==> src/rtl/instr_fetch_sequencer.sv <==
// Instruction fetch controller: owns the PC, holds the memory address for RD_WAIT
// cycles, captures the returned word and presents it to decode over valid/ready.
module instr_fetch_sequencer #(
    parameter logic [63:0] RESET_PC = 64'h0,
    parameter int          RD_WAIT  = 2,
    parameter int          CNT_W    = 4
) (
    input  logic        CLK,
    input  logic        Reset_L,
    input  logic        Enable,
    input  logic        Redirect,
    input  logic [63:0] RedirectPC,
    output logic [63:0] IMemAddr,
    input  logic [31:0] IMemData,
    output logic        InstrValid,
    input  logic        InstrReady,
    output logic [31:0] Instr,
    output logic [63:0] InstrPC,
    output logic        Busy,
    output logic        Fault
);

    typedef enum logic [1:0] {
        S_IDLE,
        S_FETCH,
        S_HOLD,
        S_FAULT
    } state_t;

    localparam logic [CNT_W-1:0] CNT_LAST = CNT_W'(RD_WAIT - 1);

    state_t             state_q, state_d;
    logic [63:0]        pc_q, pc_d;
    logic [CNT_W-1:0]   cnt_q, cnt_d;
    logic [31:0]        instr_q, instr_d;
    logic [63:0]        ipc_q, ipc_d;

    always_ff @(posedge CLK or negedge Reset_L) begin
        if (!Reset_L) begin
            state_q <= S_IDLE;
            pc_q    <= RESET_PC;
            cnt_q   <= '0;
            instr_q <= '0;
            ipc_q   <= '0;
        end else begin
            state_q <= state_d;
            pc_q    <= pc_d;
            cnt_q   <= cnt_d;
            instr_q <= instr_d;
            ipc_q   <= ipc_d;
        end
    end

    always_comb begin
        state_d = state_q;
        pc_d    = pc_q;
        cnt_d   = cnt_q;
        instr_d = instr_q;
        ipc_d   = ipc_q;

        if (state_q != S_FAULT) begin
            if (Redirect) begin
                // A redirect also swallows any handshake or capture happening this cycle.
                cnt_d = '0;
                if (RedirectPC[1:0] != 2'b00) begin
                    state_d = S_FAULT;
                end else begin
                    pc_d    = RedirectPC;
                    state_d = Enable ? S_FETCH : S_IDLE;
                end
            end else begin
                case (state_q)
                    S_IDLE: begin
                        if (Enable) begin
                            state_d = S_FETCH;
                            cnt_d   = '0;
                        end
                    end
                    S_FETCH: begin
                        if (cnt_q == CNT_LAST) begin
                            instr_d = IMemData;
                            ipc_d   = pc_q;
                            pc_d    = pc_q + 64'd4;
                            cnt_d   = '0;
                            state_d = S_HOLD;
                        end else begin
                            cnt_d = cnt_q + 1'b1;
                        end
                    end
                    S_HOLD: begin
                        if (InstrReady) begin
                            cnt_d   = '0;
                            state_d = Enable ? S_FETCH : S_IDLE;
                        end
                    end
                    default: begin
                        state_d = state_q;
                    end
                endcase
            end
        end
    end

    assign IMemAddr   = pc_q;
    assign Instr      = instr_q;
    assign InstrPC    = ipc_q;
    assign InstrValid = (state_q == S_HOLD);
    assign Busy       = (state_q == S_FETCH) || (state_q == S_HOLD);
    assign Fault      = (state_q == S_FAULT);

endmodule

==> config.mk <==
export PLATFORM = sky130hd
export DESIGN_NAME = instr_fetch_sequencer
export DESIGN_NICKNAME = d
export VERILOG_FILES = /design/src/rtl/instr_fetch_sequencer.sv
export SDC_FILE = /design/constraint.sdc
export NUM_CORES = 1
export LEC_CHECK = 0
export CORE_AREA = 5 5 130 144
export CTS_CLUSTER_DIAMETER = 60
export CTS_CLUSTER_SIZE = 20
export DETAILED_ROUTE_END_ITERATION = 12
export DIE_AREA = 0 0 135 149
export PLACE_DENSITY = 0.84
export SLEW_MARGIN = 15
export SYNTH_ARGS = -nofsm -noshare
export SYNTH_HDL_FRONTEND = slang
export SYNTH_SLANG_ARGS = --single-unit
export TNS_END_PERCENT = 10
==> constraint.sdc <==
create_clock -name CLK -period 4.35 [get_ports CLK]
set_input_delay 1.305 -clock CLK [delete_from_list [all_inputs] [get_ports CLK]]
set_output_delay 1.305 -clock CLK [all_outputs]
set_load 0.02 [all_outputs]
==> metrics.txt <==
Ports 264; largest family of logic cells by synthesized area simple AND/OR/NAND/NOR gates; DIE WIDTH 135 um; DRC 0; wire length of the first global-routing pass 43.0 mm; drt first pass iters 6; # fillers 1336; adder-cell share of the synthesized area 0.0105; ys flop type dfrtp_1; Mapped Area 8320 sq um; max capacitance violation total 0; total power 6.91 mW; fin nets 1306; worst-margin pin slew 0.889 ns; Initial Util 0.491; final hold slack 0.474 ns; syn_area_per_cell 8.66 sq um; Initial DRC Count 820; Yosys warnings 0; core box area 17000 sq um; Post-CTS Setup Bufs 0; reg2reg path depth 7; Std-Cell Rows 50; pin count of the biggest net entering global routing 68; post-synthesis mux area share 0.0442; H-tree Lvls 4; WL final 27.3 mm; Slew headroom 0.403; Hold Path Stages 2; CP endpoint kind flop; met2 global-route usage 0.446; worst min-delay path class flop to flop; Clock transition at path regs 0.06 ns; Hold Buf Count CTS 0; crit-path max FO 28; Clock Sinks 166; PwrDens 587 nW/um^2; Yosys reg bits 166; met3 Track Usage GR 0.0688; CTS tree built; Final HPWL DP 19.6 mm; Min-Delay Endpoint InstrPC[43]$_DFFE_PN0P_; CTS max path bufs 2; reg2reg start state_q[1]$_DFFE_PN0P_; Leak Pwr 5.26 nW; GR Util met1 0.333; post-cts resize count 0; asr flop ratio synth 1.00; Seq/Total Area, Yosys 0.499; Final setup viols 0; CP required 4.67 ns; Total GRT Usage 0.268; Area contributors post-synth dfrtp_1 50%, nand2_1 14%, o22ai_1 4.3%, mux2i_1 3.6%, nand4_1 2.9%; minimum clock period 3.33 ns; Clock Latency Late Sink 0.42 ns; Yosys cell types 56; Fmax achieved 0.300 GHz; share of cells above drive strength 1 0.0677; largest area contributor in the netlist dfrtp_1; final period utilization 0.766; Num CTS Buffers 17; Worst setup SP type input port; grt ovf 0; initial antenna violation count 3; GPL Wtd Cong 0.886; Die Footprint 20100 sq um; register area 4150 sq um; drt wl/cell 18.9 um; Root Driver clkbuf_16; RSZ-0062 raised after global routing no; multi-input logic area 3890 sq um; Synth top area share 0.499; Pins Over Slew Limit 0; Die Height 149 um; Fin. Hold Viols 0; Synth Area in XOR/XNOR 0; clk_skew 0.00908 ns; busiest grt layer met2; Synth Area in Simple Gates 0.305; reg-to-reg endpoint IMemAddr[47]$_DFFE_PN0P_; CP arrival 3.65 ns; EDFF count, synth 0; Syn-to-layout area delta 41.2%; Vias 8272; Hold Startpoint InstrPC[43]$_DFFE_PN0P_; CP Class input port to flop; maximum VDD drop 317 uV; net count after synthesis 1069; Port Buf Inserts 263; Vias/cell 5.72; crit path from RedirectPC[0]; antenna-violating nets left 0; status completed; Post-Synthesis Cells 961; Synth Area in Compound Gates 0.104; TNS Setup 0 ns; FF-to-FF setup slack 1.45 ns; vias in the first global route 8173
## worst max-delay path by stage
stage | slack, ns | depth (start not counted) | end
after CTS | 1.06 | 6 | IMemAddr[47]$_DFFE_PN0P_
after global routing | 0.97 | 6 | IMemAddr[47]$_DFFE_PN0P_
final | 1.02 | 6 | IMemAddr[47]$_DFFE_PN0P_
after global placement | 0.66 | 6 | IMemAddr[47]$_DFFE_PN0P_
after detailed placement | 0.63 | 6 | IMemAddr[47]$_DFFE_PN0P_
after floorplan | 1.30 | 8 | IMemAddr[16]$_DFFE_PN0P_
## cells in the final DEF (no fill, tap or decap), types with 8 or more instances in the layout
master,synthesis,layout
nand2_1,310,310
clkdlybuf4s50_1,0,261
dfrtp_1,166,166
o22ai_1,57,57
nor2_1,55,54
nand4_1,38,38
a21oi_1,34,34
mux2i_1,30,30
nand3_1,29,29
nor3_1,29,28
clkbuf_16,0,17
nor4_1,16,16
buf_4,1,16
o21ai_0,15,14
inv_1,13,13
a211oi_1,8,8
## metal layers
layer	share of wire	up-vias
li1	-	3842
met1	0.38	3938
met5	0.00048	-
met2	0.49	412
met3	0.089	78
met4	0.034	2
## per-stage QoR
step	utilization	std cells	cell area (sq um)	worst slack, ns
2_1_floorplan	-	961	8320	1.30
6_report	0.693	1447	11800	1.02
5_1_grt	0.693	1447	11800	0.968
3_3_place_gp	0.658	1413	11200	0.664
3_5_place_dp	0.658	1413	11200	0.628
4_1_cts	0.693	1445	11800	1.06
## state kept, by name, summed over array words and instances, names as in the netlist
register	flops
cnt_q	4
Instr	32
InstrPC	64
state_q	2
IMemAddr	64
## cells by family after synthesis
logic type | after synthesis
AND/OR/NAND/NOR | 536
flip-flops | 166
AO/OA/AOI/OAI | 140
buffers and inverters | 76
multiplexers | 36
adder cells (fa/ha/maj) | 7
## where the power goes
group          switching (mW)  total, mW  internal [mW]
combinational            1.51       2.83           1.32
clock                   0.618       1.51          0.892
sequential              0.512       2.57           2.06
## cell type report
type | instances | share of cell area
clock inverters | 11 | 0.0103
clock buffers | 21 | 0.0400
multi-input cells | 719 | 0.331
repair buffers | 280 | 0.236
diodes | 2 | 0.000426
flip-flops and latches | 166 | 0.353
inverters | 14 | 0.00447
well taps | 234 | 0.0249
## Yosys cell counts (7+ instances only)
master	n
a211oi_1	8
inv_1	13
mux2i_1	30
a21oi_1	34
or2_2	7
nand3_1	29
ha_1	7
dfrtp_1	166
o22ai_1	57
nor3_1	29
nor4_1	16
nand4_1	38
buf_2	14
clkbuf_1	42
o21ai_0	15
nand2_1	310
nor2_1	55
## critical path: stages
cell and delay [ns]:
clkdlybuf4s50_1 0.43, or4b_2 0.74, o21ai_4 0.34, buf_4 0.42, o22ai_1 0.13, a311oi_1 0.27
(Power assumes the default switching activity.)
